## src/rtl/dice_game_pkg.sv

```systemverilog
// Shared types for the dice race game: detector colour codes, the turn
// scheduler state encoding and the colour-to-step conversion.
package dice_game_pkg;

   // Colour codes as produced by the colour result manager
   typedef enum logic [1:0] {
      COLOR_NONE  = 2'b00,
      COLOR_RED   = 2'b01,
      COLOR_GREEN = 2'b10,
      COLOR_BLUE  = 2'b11
   } color_t;

   // Turn scheduler states; the encoding is exported on state_dbg
   typedef enum logic [2:0] {
      ST_IDLE       = 3'd0,
      ST_WAIT_WHITE = 3'd1,
      ST_WAIT_COLOR = 3'd2,
      ST_APPLY      = 3'd3,
      ST_WAIT_CLEAR = 3'd4,
      ST_NEXT       = 3'd5,
      ST_DONE       = 3'd6
   } turn_state_t;

   // RED/GREEN/BLUE move one/two/three squares; NONE is never a move
   function automatic logic [1:0] color_to_steps(input color_t color);
      logic [1:0] steps;
      steps = 2'd0;
      case (color)
         COLOR_RED:   steps = 2'd1;
         COLOR_GREEN: steps = 2'd2;
         COLOR_BLUE:  steps = 2'd3;
         default:     steps = 2'd0;
      endcase
      return steps;
   endfunction

endpackage

```

## src/rtl/dice_turn_scheduler_timeout_counter.sv

```systemverilog
// Frame counter that forfeits a turn after TIMEOUT_FRAMES camera frames.
// A value of zero for TIMEOUT_FRAMES disables the timeout entirely.
module turn_timeout_counter #(
   parameter int TIMEOUT_FRAMES = 300
) (
   input  logic clk,
   input  logic reset,
   input  logic clear_i,
   input  logic enable_i,
   output logic expire_o
);

   localparam int CNT_W = (TIMEOUT_FRAMES < 2) ? 1 : $clog2(TIMEOUT_FRAMES + 1);
   localparam logic [CNT_W-1:0] LAST_COUNT =
      CNT_W'((TIMEOUT_FRAMES == 0) ? 0 : TIMEOUT_FRAMES - 1);

   logic [CNT_W-1:0] count_q;
   logic [CNT_W-1:0] count_d;

   // Expire on the frame tick that would bring the count up to the limit
   always_comb begin
      expire_o = (TIMEOUT_FRAMES != 0) && enable_i && (count_q == LAST_COUNT);
      count_d  = count_q;
      if (clear_i) begin
         count_d = '0;
      end else if (enable_i && !expire_o) begin
         count_d = count_q + CNT_W'(1);
      end
   end

   // Frame count register, cleared whenever no turn is waiting for a colour
   always_ff @(posedge clk or posedge reset) begin
      if (reset) begin
         count_q <= '0;
      end else begin
         count_q <= count_d;
      end
   end

endmodule

```

## src/rtl/dice_turn_scheduler.sv

```systemverilog
// Turn sequencer for the dice race game. Grants one player at a time,
// converts the confirmed dice colour into a move, saturates the position at
// the finish square and hands the turn on once the board is clear again.
module dice_turn_scheduler
   import dice_game_pkg::*;
#(
   parameter int NUM_PLAYERS    = 4,
   parameter int BOARD_LEN      = 30,
   parameter int TIMEOUT_FRAMES = 300,
   parameter int POS_W          = 5
) (
   input  logic                         clk,
   input  logic                         reset,
   input  logic                         start,
   input  logic                         frame_tick,
   input  logic [1:0]                   stable_color,
   input  logic                         result_ready,
   input  logic                         turn_end,
   input  logic                         current_state_white,
   output logic [1:0]                   cur_player,
   output logic [NUM_PLAYERS*POS_W-1:0] player_pos,
   output logic                         move_valid,
   output logic [1:0]                   move_steps,
   output logic                         timeout_evt,
   output logic                         game_over,
   output logic [1:0]                   winner,
   output logic [2:0]                   state_dbg
);

   localparam logic [POS_W:0]   BOARD_LEN_W = (POS_W + 1)'(BOARD_LEN);
   localparam logic [POS_W-1:0] FINISH_POS  = POS_W'(BOARD_LEN);
   localparam logic [1:0]       LAST_PLAYER = 2'(NUM_PLAYERS - 1);

   turn_state_t      state_q,      state_d;
   logic [1:0]       curPlayer_q,  curPlayer_d;
   logic [POS_W-1:0] pos_q [NUM_PLAYERS];
   logic [POS_W-1:0] pos_d [NUM_PLAYERS];
   logic [1:0]       steps_q,      steps_d;
   logic             moveValid_q,  moveValid_d;
   logic [1:0]       moveSteps_q,  moveSteps_d;
   logic             timeoutEvt_q, timeoutEvt_d;
   logic             gameOver_q,   gameOver_d;
   logic [1:0]       winner_q,     winner_d;

   logic             timerExpire;
   logic [POS_W:0]   sumPos;
   logic [POS_W-1:0] newPos;
   color_t           color;

   assign color = color_t'(stable_color);

   turn_timeout_counter #(
      .TIMEOUT_FRAMES(TIMEOUT_FRAMES)
   ) u_timeout (
      .clk      (clk),
      .reset    (reset),
      .clear_i  (state_q != ST_WAIT_COLOR),
      .enable_i ((state_q == ST_WAIT_COLOR) && frame_tick),
      .expire_o (timerExpire)
   );

   // Next state and next output values for the whole turn sequence
   always_comb begin
      state_d      = state_q;
      curPlayer_d  = curPlayer_q;
      pos_d        = pos_q;
      steps_d      = steps_q;
      moveValid_d  = 1'b0;
      moveSteps_d  = moveSteps_q;
      timeoutEvt_d = 1'b0;
      gameOver_d   = gameOver_q;
      winner_d     = winner_q;

      sumPos = {1'b0, pos_q[curPlayer_q]} + {{(POS_W-1){1'b0}}, steps_q};
      newPos = (sumPos >= BOARD_LEN_W) ? FINISH_POS : sumPos[POS_W-1:0];

      case (state_q)
         ST_IDLE, ST_DONE: begin
            if (start) begin
               pos_d       = '{default: '0};
               curPlayer_d = 2'd0;
               gameOver_d  = 1'b0;
               winner_d    = 2'd0;
               state_d     = ST_WAIT_WHITE;
            end
         end
         ST_WAIT_WHITE: begin
            if (current_state_white) begin
               state_d = ST_WAIT_COLOR;
            end
         end
         ST_WAIT_COLOR: begin
            if (result_ready && (color != COLOR_NONE)) begin
               steps_d = color_to_steps(color);
               state_d = ST_APPLY;
            end else if (timerExpire) begin
               timeoutEvt_d = 1'b1;
               state_d      = ST_NEXT;
            end
         end
         ST_APPLY: begin
            pos_d[curPlayer_q] = newPos;
            moveValid_d        = 1'b1;
            moveSteps_d        = steps_q;
            if (newPos == FINISH_POS) begin
               gameOver_d = 1'b1;
               winner_d   = curPlayer_q;
               state_d    = ST_DONE;
            end else begin
               state_d = ST_WAIT_CLEAR;
            end
         end
         ST_WAIT_CLEAR: begin
            if (turn_end) begin
               state_d = ST_NEXT;
            end
         end
         ST_NEXT: begin
            curPlayer_d = (curPlayer_q == LAST_PLAYER) ? 2'd0 : curPlayer_q + 2'd1;
            state_d     = ST_WAIT_WHITE;
         end
         default: begin
            state_d = ST_IDLE;
         end
      endcase
   end

   // All scheduler state and every output is held in these registers
   always_ff @(posedge clk or posedge reset) begin
      if (reset) begin
         state_q      <= ST_IDLE;
         curPlayer_q  <= 2'd0;
         pos_q        <= '{default: '0};
         steps_q      <= 2'd0;
         moveValid_q  <= 1'b0;
         moveSteps_q  <= 2'd0;
         timeoutEvt_q <= 1'b0;
         gameOver_q   <= 1'b0;
         winner_q     <= 2'd0;
      end else begin
         state_q      <= state_d;
         curPlayer_q  <= curPlayer_d;
         pos_q        <= pos_d;
         steps_q      <= steps_d;
         moveValid_q  <= moveValid_d;
         moveSteps_q  <= moveSteps_d;
         timeoutEvt_q <= timeoutEvt_d;
         gameOver_q   <= gameOver_d;
         winner_q     <= winner_d;
      end
   end

   // Pack the per-player position registers onto the output bus
   always_comb begin
      player_pos = '0;
      for (int i = 0; i < NUM_PLAYERS; i++) begin
         player_pos[i*POS_W +: POS_W] = pos_q[i];
      end
   end

   assign cur_player  = curPlayer_q;
   assign move_valid  = moveValid_q;
   assign move_steps  = moveSteps_q;
   assign timeout_evt = timeoutEvt_q;
   assign game_over   = gameOver_q;
   assign winner      = winner_q;
   assign state_dbg   = state_q;

endmodule
```

## config.mk

```make
export PLATFORM = sky130hd
export DESIGN_NAME = dice_turn_scheduler
export DESIGN_NICKNAME = d
export VERILOG_FILES = /design/src/rtl/dice_game_pkg.sv /design/src/rtl/dice_turn_scheduler_timeout_counter.sv /design/src/rtl/dice_turn_scheduler.sv
export SDC_FILE = /design/constraint.sdc
export NUM_CORES = 1
export LEC_CHECK = 0
export CAP_MARGIN = 40
export CORE_MARGIN = 3
export CORE_UTILIZATION = 52
export CTS_CLUSTER_DIAMETER = 60
export DETAILED_ROUTE_END_ITERATION = 10
export PLACE_DENSITY = 0.8
export SYNTH_ARGS = -nofsm -noshare
export SYNTH_HDL_FRONTEND = slang
export SYNTH_SLANG_ARGS = --single-unit
export TNS_END_PERCENT = 10
```

## constraint.sdc

```tcl
create_clock -name clk -period 3.58 [get_ports clk]
set_input_delay 0.537 -clock clk [delete_from_list [all_inputs] [get_ports clk]]
set_output_delay 0.537 -clock clk [all_outputs]
set_load 0.02 [all_outputs]
```

## Word level (Yosys, flattened, before mapping)

Cells that the tools add are included.
Widths: inputs -> output; s select.

- Add/subtract/negate cells: 3
- Magnitude comparators: 3
- Equal/unequal tests: 18
- Muxes and demuxes: 31
- Bitwise operators: 1
- Reduce and logical (&&, ||, !) cells: 17

Operators with widths:

| operator | number |
|---|---|
| $pmux 20 s2 | 1 |
| $bwmux 20 | 1 |
| $mux 20 | 1 |
| $mux 5 | 4 |
| $mux 9 | 2 |
| $pmux 3 s6 | 1 |
| $mux 3 | 5 |
| $bmux 5 s2 | 1 |
| $demux 5 s2 | 1 |
| $add 9x1->9 const B | 1 |
| $eq 3x3->1 const B | 3 |
| $eq 9x9->1 const B | 1 |
| $mux 2 | 4 |
| $ne 2x2->1 const B | 4 |
| $pmux 2 s2 | 2 |
| $reduce_bool 2->1 | 4 |
| $add 5x2->6 | 1 |
| $eq 2x2->1 const B | 3 |
| $eq 3x2->1 const B | 2 |
| $ge 6x5->1 const B | 1 |
| $mux 1 | 6 |
| $ne 3x2->1 const B | 2 |
| $pmux 2 s3 | 1 |
| $reduce_and 2->1 | 3 |
| other kinds (14) | 18 |

- Register bits after elaboration: 43

## Longest topological paths before layout

Gate-level depths: netlist of run 1.

- Depth in word-level cells: 10
- Gate-level depth with buffers: 9

## Cells and area by module

From an unflattened synthesis of run 1, not the netlist that was laid out.

- Cells, all modules: 227
- Area total of the unflattened synthesis: 2403.6 um^2

Modules (own cells, without submodules):

| module | instances | cells each | area each (um^2) | seq. area each (um^2) |
|---|---|---|---|---|
| dice_turn_scheduler | 1 | 178 | 1916.8 | 850.8 |
| turn_timeout_counter | 1 | 49 | 486.7 | 225.2 |

## Worst setup path after synthesis of run 1

OpenSTA, ideal clock, no wires.

- Path type: register to register
- Start point: register curPlayer_q[1] (netlist: cur_player[1])
- End point: register winner_q[0] (netlist: winner[0])
- Setup time: 0.079 ns
- Data arrival time: 2.919 ns
- Required time: 3.501 ns
- Slack: 0.581 ns
- Cell stages (with the launch flop): 10
- Buffers on the path: 1
- Clock period less this slack: 2.999 ns
- Cells stage by stage: dfrtp_1 -> buf_2 -> mux4_2 -> ha_1 -> fa_1 -> nand2b_1 -> o22ai_2 -> and4_1 -> a2111oi_4 -> mux2i_1

- Word-level cells in the longest chain between the ends: 10

RTL lines:

| element | line | source |
|---|---|---|
| start, declared | dice_turn_scheduler.sv:35 | `logic [1:0] curPlayer_q, curPlayer_d;` |
| start signal, assigned | dice_turn_scheduler.sv:142 | `curPlayer_q <= curPlayer_d;` |
| $not 2->3 (implied by the code) * | dice_turn_scheduler.sv:74 | `sumPos = {1'b0, pos_q[curPlayer_q]} + {{(POS_W-1){1'b0}}, steps_q};` |
| $bmux 5 s2 * | dice_turn_scheduler.sv:74 |  |
| $mux 5 (implied by the code) * (2 in series) | dice_turn_scheduler.sv:74 |  |
| $add 5x2->6 * | dice_turn_scheduler.sv:74 |  |
| $ge 6x5->1 | dice_turn_scheduler.sv:75 | `newPos = (sumPos >= BOARD_LEN_W) ? FINISH_POS : sumPos[POS_W-1:0];` |
| $mux 5 * | dice_turn_scheduler.sv:75 |  |
| $eq 5x5->1 * | dice_turn_scheduler.sv:105 | `if (newPos == FINISH_POS) begin` |
| $ne 2x2->1 (no source line) * | -- |  |
| $reduce_and 3->1 (no source line) * | -- |  |
| end signal, assigned | dice_turn_scheduler.sv:149 | `winner_q <= winner_d;` |
| end, declared | dice_turn_scheduler.sv:43 | `logic [1:0] winner_q, winner_d;` |

Every way passes the cells marked *; elsewhere a longest branch is shown, timed or not. The select of a mux whose other input is x is not followed.
A chain may end at the register's enable or synchronous reset.

## Final worst setup path of run 1

- Start point: register curPlayer_q[0] (netlist: cur_player[0])
- End point: register winner_q[0] (netlist: winner[0])

- Word-level cells in the longest chain between the ends: 10
- Elaborated cells between the ends (all ways): 12
- Those cells by class: 1 x add/sub; 1 x order compare; 2 x eq/ne; 6 x mux; 1 x bitwise; 1 x reduce/logical

RTL lines:

| element | line |
|---|---|
| $not 2->3 (implied by the code) | dice_turn_scheduler.sv:74 |
| $bmux 5 s2 | dice_turn_scheduler.sv:74 |
| $mux 5 (implied by the code) (2 in series) | dice_turn_scheduler.sv:74 |
| $add 5x2->6 | dice_turn_scheduler.sv:74 |
| $ge 6x5->1 | dice_turn_scheduler.sv:75 |
| $mux 5 | dice_turn_scheduler.sv:75 |
| $eq 5x5->1 | dice_turn_scheduler.sv:105 |
| $ne 2x2->1 (no source line) | -- |
| $reduce_and 3->1 (no source line) | -- |

Parallel ways exist; a longest one is shown, timed or not. The select of a mux whose other input is x is not followed.

==> results_dict.tcl, run 1 <==
set metrics [dict create \
    report.final.setup_viol 0 \
    cts_root_buffer "clkbuf_8" \
    syn-num-nets 233 \
    cts_tree "yes" \
    crit_path_time_final_ns 3.13 \
    die_height_um 72.6 \
    synth_simple_gate_area_share 0.163 \
    routabilityCongestion 0.943 \
    vias_in_the_first_global_route 1845 \
    cellPowerDensity_nw_per_um2 599 \
    synth_warnings 0 \
    synth_edf_count 0 \
    vias 1817 \
    start_util 0.557 \
    placement.io_buffers 40 \
    worstMarginPinSlew_ns 0.601 \
    synthToLayoutAreaGrowth_pct 23.0 \
    count_of_nets_left_with_antenna_violations_after_detail_routing 0 \
    yosys.area_share.xor_xnor 0.0374 \
    reg2reg_from "cur_player[0]" \
    dominant_combinational_cell_family_by_area_after_synthesis "simple AND/OR/NAND/NOR gates" \
    remaining_drc_errors 0 \
    synth.ff_latch_count 43 \
    rows 23 \
    io_pins 41 \
    crit_path_cell_trace "mux4_1 -> fa_1 -> nand2_1 -> o22ai_2 -> and4_1 -> a2111oi_4 -> mux2i_1" \
    power.ir.vdd_worst_mv 0.326 \
    clock_latency_ns 0.31 \
    max_cap_viol_count 0 \
    worst_clock_skew_ns 0.00844 \
    cp.required_ns 3.81 \
    cts.repair_timing.setup_buffer_count 0 \
    hp-class "flip-flop to flip-flop" \
    hold_buffers 0 \
    yosys.area_share.adder 0.0466 \
    synth_compound_area_frac 0.160 \
    synth_largest_area_cell "dfrtp_1" \
    cp-end-kind "flip-flop" \
    slew_headroom 0.595 \
    hold_violations 0 \
    share_of_the_clock_period_used_by_the_worst_path_after_layout 0.873 \
    postSynthAreaPerCell_sq_um 10.7 \
    post_synth_main_area_contributors "dfrtp_1 (47%), mux4_2 (3.9%), ha_1 (3.8%)" \
    drt-total-wl_mm 5.23 \
    synthDistinctLibCells 46 \
    grt_use_total 0.217 \
    max_stage_delay_ns 0.68 \
    fin_total_pwr_w 0.00170 \
    firstDrtPassIters 4 \
    leftover_overflow_at_the_end_of_global_routing 0 \
    cts_num_sinks 43 \
    max_freq_ghz 0.320 \
    synth_flop_cell "dfrtp_1" \
    h-tree-depth 2 \
    postSynthCellCount 216 \
    design.final.nets 275 \
    drive_above_1_share 0.0927 \
    muxShareOfSynthArea 0.0965 \
    timing.final.max_slew_violations 0 \
    synth-async-reset-ratio 1.00 \
    clk_transition_reported_paths_ns 0.08 \
    synth_top_area_frac 0.466 \
    grt_setup_unrepaired "false" \
    wire_length_of_the_first_global_routing_pass_mm 8.88 \
    synth_sequential_area_ratio 0.466 \
    path_max_fanout 13 \
    startpoint_type "flip-flop" \
    worst_hold_startpoint "game_over" \
    final.setup.tns_ns 0 \
    postCtsResizedCells 0 \
    worst-setup-path-type "flip-flop to flip-flop" \
    run_status "finished clean" \
    detail_route.iter0.violations 135 \
    pin_count_of_the_biggest_net_entering_global_routing 44 \
    coreArea_sq_um 4140 \
    cts.path.max_buffers 2 \
    leakage_nw 1.19 \
    cts-buffers-inserted 5 \
    cp_data_arrival_time_ns 3.35 \
    die_outline_area_sq_um 5280 \
    post_synth_instance_area_sq_um 2310 \
    die-width_um 72.6 \
    timing.critical_path.slowest_stage_cell "dfrtp_1" \
    via_per_inst 5.88 \
    wl_per_cell_um 16.9 \
    diodes 0 \
    worstSetupStartpoint "cur_player[0]" \
    place_hpwl_mm 3.77 \
    antenna_found_initial 0 \
    post-route-util 0.685 \
]
## logic make-up (layout without fill, tap and decap cells)
| kind of cell | count (synthesis) | in the layout |
|---|---|---|
| AOI/OAI and AO/OA | 51 | 51 |
| xor gates and xnor gates | 9 | 9 |
| DFF | 43 | 43 |
| adders and majority gates | 8 | 8 |
| and+or+nand+nor | 74 | 74 |
| muxes | 15 | 15 |
| buffers and inverters | 16 | 59 |
## final timing paths
path,depth (start not counted),slack [ns],to
max,7,0.45,winner[0]
min,1,0.50,game_over
max reg2reg,7,0.45,winner[0]
min reg2reg,1,0.50,game_over
max in group asynchronous,3,2.53,player_pos[12]
min in group asynchronous,3,0.67,move_steps[0]
## Yosys cell counts, drive strengths merged (2+ instances only)
master / count
a21o: 3
a21oi: 7
a22o: 8
a32o: 4
and2: 2
and3: 7
and4: 2
buf: 2
clkbuf: 5
dfrtp: 43
ha: 7
inv: 8
mux2: 5
mux2i: 5
mux4: 5
nand2: 23
nand2b: 3
nand3: 2
nand3b: 4
nand4: 3
nor2: 16
nor2b: 4
nor3: 3
o21ai: 20
o22ai: 2
xnor2: 4
xor2: 5
## through the flow
step | hold slack [ns] | setup slack [ns] | std cells | instance area [sq um]
floorplan | 0.504 | 0.581 | 216 | 2310
global placement | 0.474 | 0.554 | 301 | 2750
detailed placement | 0.475 | 0.497 | 301 | 2750
CTS | 0.505 | 0.463 | 309 | 2840
global route | 0.533 | 0.287 | 309 | 2840
finish | 0.498 | 0.453 | 309 | 2840
## where the power goes
part / switching, W / internal (W)
Clock: 0.000181 / 0.000136
Combinational: 0.000377 / 0.000320
Sequential: 0.000121 / 0.000567
## area by class of cell
type	count	area, sq um
Fill cell	342	1300
Multi-Input combinational cell	157	1160
Sequential cell	43	1080
Timing Repair Buffer	42	415
Clock buffer	5	68.8
Tap cell	50	62.6
Inverter	9	33.8
Clock inverter	3	20.0
## sequential cells by signal, indices dropped and copies added, names as in the netlist, 2 cells and up
| signal | count |
|---|---|
| cur_player | 2 |
| move_steps | 2 |
| player_pos | 20 |
| state_dbg | 3 |
| steps_q | 2 |
| u_timeout.count_q | 9 |
| winner | 2 |
## critical path, delay by kind of cell, from the launching register on
kind	cells	cell delay (ns)
multiplexers	2	0.91
AO/OA/AOI/OAI	2	0.58
AND/OR/NAND/NOR	2	0.38
flip-flops	1	0.68
adder cells (fa/ha/maj)	1	0.49
## layer usage
metal  GRT usage  wire length [um]  share of wire  vias to the layer above
li1            -                 -              -                      863
met1       0.295              2260           0.43                      885
met2       0.341              2530           0.48                       58
met3      0.0468               334          0.064                       11
met4      0.0861               103          0.020                        0
met5           0                 0              0                        -
## cells in the final DEF, fill, tap and decap left out, types with 2 or more instances in the layout
| cell | n |
|---|---|
| a32o_1 | 4 |
| mux2i_1 | 5 |
| a22o_1 | 8 |
| and4_1 | 2 |
| nand2b_1 | 3 |
| clkdlybuf4s50_1 | 40 |
| and2_1 | 2 |
| nand2_1 | 23 |
| dfrtp_1 | 43 |
| nand4_1 | 3 |
| xnor2_1 | 3 |
| o21ai_0 | 15 |
| inv_1 | 8 |
| clkinvlp_4 | 2 |
| nand3_1 | 2 |
| a21o_1 | 3 |
| nand3b_1 | 4 |
| mux2_2 | 5 |
| o21ai_1 | 5 |
| nor3_1 | 3 |
| nor2_1 | 16 |
| xor2_1 | 5 |
| clkbuf_8 | 5 |
| nor2b_1 | 4 |
| ha_1 | 7 |
| a21oi_1 | 7 |
| buf_4 | 2 |
| and3_1 | 7 |
| mux4_2 | 4 |
Power figures use the tool's default switching activity.
==> inputs of run 2 (changes only) <==
--- a/config.mk
+++ b/config.mk
@@ -10,6 +10,7 @@
 export CORE_UTILIZATION = 52
 export CTS_CLUSTER_DIAMETER = 60
 export DETAILED_ROUTE_END_ITERATION = 10
+export MAX_ROUTING_LAYER = met4
 export PLACE_DENSITY = 0.8
 export SYNTH_ARGS = -nofsm -noshare
 export SYNTH_HDL_FRONTEND = slang
==> run 2 against run 1 <==
Compared with the run above: maximum frequency rose by 1.2%; register-to-register slack gained 0.04 ns; hold slack hardly changed; total power shrank 0.17%; cell area fell by 0.13%; clock power is 4% lower; combinational power rose by 0.9%; non-clock buffer count stayed put; sequential power about the same; utilization is 0.091 points lower.
==> results_dict.tcl, run 2 (synthesized netlist as in run 1, its figures left out) <==
set metrics [dict create \
    cts_tree "yes" \
    coreArea_sq_um 4140 \
    rows 23 \
    place_hpwl_mm 3.85 \
    power.ir.vdd_worst_mv 0.431 \
    cts_num_sinks 43 \
    postCtsResizedCells 0 \
    max_stage_delay_ns 0.68 \
    power.share.sequential 0.407 \
    count_of_nets_left_with_antenna_violations_after_detail_routing 0 \
    groute.layer.met2.usage 0.356 \
    startpoint_type "flip-flop" \
    cts_root_buffer "clkbuf_8" \
    crit_path_time_final_ns 3.09 \
    cp_data_arrival_time_ns 3.31 \
    drive_above_1_share 0.0888 \
    cp-end-kind "flip-flop" \
    ff_latch_area_sq_um 1080 \
    vias 1831 \
    layout_commonest_cell "dfrtp_1" \
    worstMarginPinSlew_ns 0.611 \
    internal-power_w 0.00102 \
    clk_transition_reported_paths_ns 0.08 \
    firstDrtPassIters 4 \
    pin_count_of_the_biggest_net_entering_global_routing 44 \
    via_per_inst 5.93 \
    grt_util_met3 0.0413 \
    cts-buffers-inserted 5 \
    max_freq_ghz 0.324 \
    grt.met1_usage 0.287 \
    multiInputGateArea_sq_um 1160 \
    die-width_um 72.6 \
    hp-class "flip-flop to flip-flop" \
    routabilityCongestion 0.972 \
    die_height_um 72.6 \
    share_of_the_clock_period_used_by_the_worst_path_after_layout 0.863 \
    post_route_cell_area_sq_um 2840 \
    leftover_overflow_at_the_end_of_global_routing 0 \
    vias_in_the_first_global_route 1829 \
    switching_power_w 0.000675 \
    detail_route.iter0.violations 130 \
    cts.path.max_buffers 2 \
    die_outline_area_sq_um 5280 \
    grt_use_total 0.224 \
    timing.final.max_slew_violations 0 \
    path_max_fanout 13 \
    antenna_found_initial 0 \
    wl_per_cell_um 17.1 \
    hold_violations 0 \
    worst_clock_skew_ns 0.00185 \
    h-tree-depth 2 \
    synthToLayoutAreaGrowth_pct 22.9 \
    hold_buffers 0 \
    diodes 0 \
    combPwrFrac 0.414 \
    run_status "finished clean" \
    largest_register_ffs 20 \
    placement.io_buffers 40 \
    crit_path_cell_trace "mux4_1 -> fa_1 -> nand2_1 -> o22ai_2 -> and4_1 -> a2111oi_4 -> mux2i_1" \
    io_pins 41 \
    grt_most_used_layer "met2" \
    leakage_nw 1.19 \
    fill_cells 341 \
    max_cap_viol_count 0 \
    cp.required_ns 3.81 \
    wire_length_of_the_first_global_routing_pass_mm 8.76 \
    final_cell_mix "dfrtp_1 (43), clkdlybuf4s50_1 (40), nand2_1 (23)" \
    design.final.nets 275 \
    slew_headroom 0.588 \
    final.setup.tns_ns 0 \
    drt-total-wl_mm 5.28 \
    cellPowerDensity_nw_per_um2 599 \
    placed_area_sq_um 2750 \
    cts.repair_timing.setup_buffer_count 0 \
    clock_latency_ns 0.30 \
    clkPwrFrac 0.179 \
    remaining_drc_errors 0 \
    report.final.setup_viol 0 \
    grt_setup_unrepaired "false" \
    start_util 0.557 \
    worst-setup-path-type "flip-flop to flip-flop" \
    power_switching_share 0.397 \
    timing.critical_path.slowest_stage_cell "dfrtp_1" \
]
==> run 2: power groups by stage <==
stage          clock network, W  logic, W  registers [W]
6_report               0.000305  0.000703       0.000691
5_1_grt                0.000331  0.000768       0.000708
4_1_cts                0.000313  0.000706       0.000690
3_5_place_dp                  0  0.000699       0.000699
3_3_place_gp                  0  0.000692       0.000695
2_1_floorplan                 0  0.000420       0.000721
==> run 2: routing by layer <==
layer | part of all wire | vias to the layer above
li1 | - | 868
met1 | 0.45 | 906
met2 | 0.49 | 48
met3 | 0.038 | 9
met4 | 0.017 | 0
met5 | 0 | -
==> run 2: worst paths after layout <==
kind / slack, ns / cells past startpoint / start / to
worst min register to register: 0.50 / 1 / game_over / game_over
min in group asynchronous: 0.69 / 3 / reset / move_steps[0]
worst max-delay path: 0.49 / 7 / cur_player[0] / winner[0]
worst min-delay path: 0.50 / 1 / game_over / game_over
max in group asynchronous: 2.52 / 3 / reset / player_pos[1]
worst max register to register: 0.49 / 7 / cur_player[0] / winner[0]
==> run 2: metrics by stage <==
| step | cells | utilization | total power (W) | setup slack (ns) | hold slack (ns) |
|---|---|---|---|---|---|
| finish | 309 | 0.684 | 0.00170 | 0.492 | 0.498 |
| global route | 309 | 0.684 | 0.00181 | 0.312 | 0.533 |
| CTS | 309 | 0.684 | 0.00171 | 0.498 | 0.505 |
| detailed placement | 301 | 0.664 | 0.00140 | 0.507 | 0.475 |
| global placement | 301 | 0.664 | 0.00139 | 0.556 | 0.474 |
| floorplan | 216 | - | 0.00114 | 0.581 | 0.504 |
==> run 2: area by class of cell <==
| cell class | count | area share |
|---|---|---|
| clock buffers | 6 | 0.0256 |
| flip-flops and latches | 43 | 0.379 |
| repair buffers | 42 | 0.146 |
| multi-input cells | 157 | 0.410 |
| clock inverters | 2 | 0.00441 |
| inverters | 9 | 0.0119 |
| well taps | 50 | 0.0221 |
==> run 2: critical path, delay by kind of cell (launching register included) <==
| family | cells | cell delay, ns |
|---|---|---|
| AO/OA/AOI/OAI | 2 | 0.58 |
| adder cells (fa/ha/maj) | 1 | 0.49 |
| flip-flops | 1 | 0.68 |
| multiplexers | 2 | 0.91 |
| AND/OR/NAND/NOR | 2 | 0.37 |
==> inputs of run 3 (changes only) <==
--- a/config.mk
+++ b/config.mk
@@ -5,6 +5,7 @@
 export SDC_FILE = /design/constraint.sdc
 export NUM_CORES = 1
 export LEC_CHECK = 0
+export ABC_AREA = 1
 export CAP_MARGIN = 40
 export CORE_MARGIN = 3
 export CORE_UTILIZATION = 52
==> run 3 against run 2 <==
Compared with the run above: maximum frequency is 23% higher; hold slack got worse by 0.026 ns; total power is 27% higher; sequential share of layout area down 0.59 points; clock skew rose by 0.0072 ns; final cell count is 26% higher; worst setup slack gained 0.57 ns; clock power is 29% higher; largest power group unchanged.
==> results_dict.tcl, run 3 <==
set metrics [dict create \
    r2r_cells 15 \
    leftover_overflow_at_the_end_of_global_routing 0 \
    worst_hold_path.endpoint "winner[1]" \
    cts_tree "yes" \
    placement.io_buffers 40 \
    diodes 0 \
    h-tree-depth 2 \
    post-place-ws_ns 1.12 \
    coreArea_sq_um 4140 \
    timing.final.max_slew_violations 0 \
    hold_violations 0 \
    cts-buffers-inserted 5 \
    muxShareOfSynthArea 0 \
    cts_root_buffer "clkbuf_8" \
    leakage_nw 1.37 \
    cts.repair_timing.setup_buffer_count 0 \
    hp-class "flip-flop to flip-flop" \
    report.final.setup_viol 0 \
    layout_commonest_cell "nand2_1" \
    wire_length_of_the_first_global_routing_pass_mm 9.55 \
    clk_transition_reported_paths_ns 0.09 \
    synth-async-reset-ratio 1.00 \
    synthDistinctLibCells 31 \
    hold_buffers 0 \
    fill_cells 363 \
    final_cell_mix "nand2_1 (79), dfrtp_1 (43), clkdlybuf4s50_1 (40)" \
    cellPowerDensity_nw_per_um2 750 \
    drt-total-wl_mm 5.45 \
    firstDrtPassIters 5 \
    worst_clock_skew_ns 0.00904 \
    crit-reg2reg-capture "player_pos[5]" \
    detail_route.iter0.violations 200 \
    final.hold.worst_slack_ns 0.472 \
    synth_simple_gate_area_share 0.303 \
    grt_use_total 0.235 \
    routabilityCongestion 0.934 \
    drive_above_1_share 0.103 \
    postSynthAreaPerCell_sq_um 7.89 \
    yosys.area_share.xor_xnor 0 \
    synth.top_cells.by_count "nand2_1 (79), dfrtp_1 (43), nand3_1 (31)" \
    power.ir.vdd_worst_mv 0.416 \
    worst-setup-path-type "flip-flop to flip-flop" \
    start_util 0.558 \
    post_synth_instance_area_sq_um 2310 \
    dpl.cell_count 381 \
    design.final.nets 355 \
    cp_data_arrival_time_ns 2.69 \
    synth_sequential_area_ratio 0.466 \
    synthMostInstantiatedCell "nand2_1" \
    cts.path.max_buffers 2 \
    max_cap_viol_count 0 \
    layout.cells.non_filler 389 \
    antenna_found_initial 0 \
    largest_register_ffs 20 \
    wl_per_cell_um 14.0 \
    synth_warnings 0 \
    cts_num_sinks 43 \
    place_hpwl_mm 3.87 \
    cp-end-kind "flip-flop" \
    via_per_inst 5.51 \
    vias_in_the_first_global_route 2060 \
    yosys.area_share.adder 0.0466 \
    synth_top_area_frac 0.466 \
    max_freq_ghz 0.397 \
    synth_compound_area_frac 0.114 \
    dominant_combinational_cell_family_by_area_after_synthesis "simple AND/OR/NAND/NOR gates" \
    worstHoldPathCells 2 \
    vias 2144 \
    count_of_nets_left_with_antenna_violations_after_detail_routing 0 \
    rows 23 \
    cp.required_ns 3.75 \
    reg2reg_from "cur_player[0]" \
    run_status "finished clean" \
    final.setup.tns_ns 0 \
    path_max_fanout 16 \
    die_height_um 72.7 \
    post-route-util 0.695 \
    synth_flop_cell "dfrtp_1" \
    crit_path_time_final_ns 2.52 \
    slew_headroom 0.596 \
    synthToLayoutAreaGrowth_pct 24.7 \
    synth.ff_latch_count 43 \
    worst_hold_startpoint "winner[1]" \
    synth_largest_area_cell "dfrtp_1" \
    remaining_drc_errors 0 \
    layout_setup_ws_ns 1.06 \
    postCtsResizedCells 0 \
    syn-num-nets 310 \
    share_of_the_clock_period_used_by_the_worst_path_after_layout 0.703 \
    pin_count_of_the_biggest_net_entering_global_routing 44 \
    ff2ff_setup_slack_ns 1.06 \
    die-width_um 72.7 \
    synth_edf_count 0 \
    startpoint_type "flip-flop" \
    io_pins 41 \
    clock_latency_ns 0.30 \
    postSynthCellCount 293 \
    die_outline_area_sq_um 5280 \
    grt_setup_unrepaired "false" \
    worstMarginPinSlew_ns 0.604 \
    post_synth_main_area_contributors "dfrtp_1 (47%), nand2_1 (13%), nand3_1 (6.7%)" \
]
[run 3: cell families after synthesis]
kind of cell,Yosys count
simple gates,152
fa+ha+maj,8
compound gates,49
buf+inv,41
flops,43
[run 3: worst max-delay path: stages, from the launching register on]
cell,delay (ns)
dfrtp_1,0.39
buf_4,0.20
o21ai_0,0.21
o22ai_1,0.10
ha_1,0.21
fa_1,0.39
inv_1,0.09
nor2_1,0.06
nand2_1,0.06
nand2_1,0.07
nand2_1,0.13
nand2_2,0.10
nand2_4,0.12
inv_2,0.04
nand2_1,0.12
o21ai_1,0.08
[run 3: how the worst max path moves through the flow]
| stage | start | endpoint | slack, ns | cells after the start |
|---|---|---|---|---|
| final | cur_player[0] | player_pos[5] | 1.06 | 15 |
| after global routing | cur_player[1] | player_pos[5] | 0.85 | 15 |
| after CTS | cur_player[1] | player_pos[5] | 1.08 | 15 |
| after detailed placement | cur_player[1] | player_pos[5] | 1.12 | 12 |
| after global placement | cur_player[0] | player_pos[5] | 1.16 | 12 |
| after floorplan | cur_player[0] | player_pos[0] | 1.20 | 13 |
[run 3: metrics by stage]
step | cell area (sq um) | total power, W
2_1_floorplan | 2310 | 0.00141
3_3_place_gp | 2760 | 0.00173
3_5_place_dp | 2760 | 0.00175
4_1_cts | 2880 | 0.00216
5_1_grt | 2880 | 0.00233
6_report | 2880 | 0.00216
[run 3: power by group]
group | total, W | internal, W | switching (W)
Clock | 0.000392 | 0.000226 | 0.000166
Combinational | 0.00108 | 0.000394 | 0.000683
Sequential | 0.000692 | 0.000584 | 0.000108
Total | 0.00216 | 0.00120 | 0.000958
[run 3: final cells by class]
cell class                 instances  area [sq um]  share of cell area
clock buffer                       6          82.6              0.0287
clock inverter                     2          35.0              0.0122
inverter                          37           139              0.0482
multi-input combinational        209          1070               0.372
sequential                        43          1080               0.373
tap                               50          62.6              0.0217
timing repair buffer              42           415               0.144
[run 3: layer usage]
layer	wire, um	part of all wire	up-vias	track usage
li1	-	-	1054	-
met1	2430	0.45	995	0.320
met2	2620	0.48	81	0.355
met3	300	0.055	14	0.0510
met4	106	0.019	0	0.0656
met5	0	0	-	-
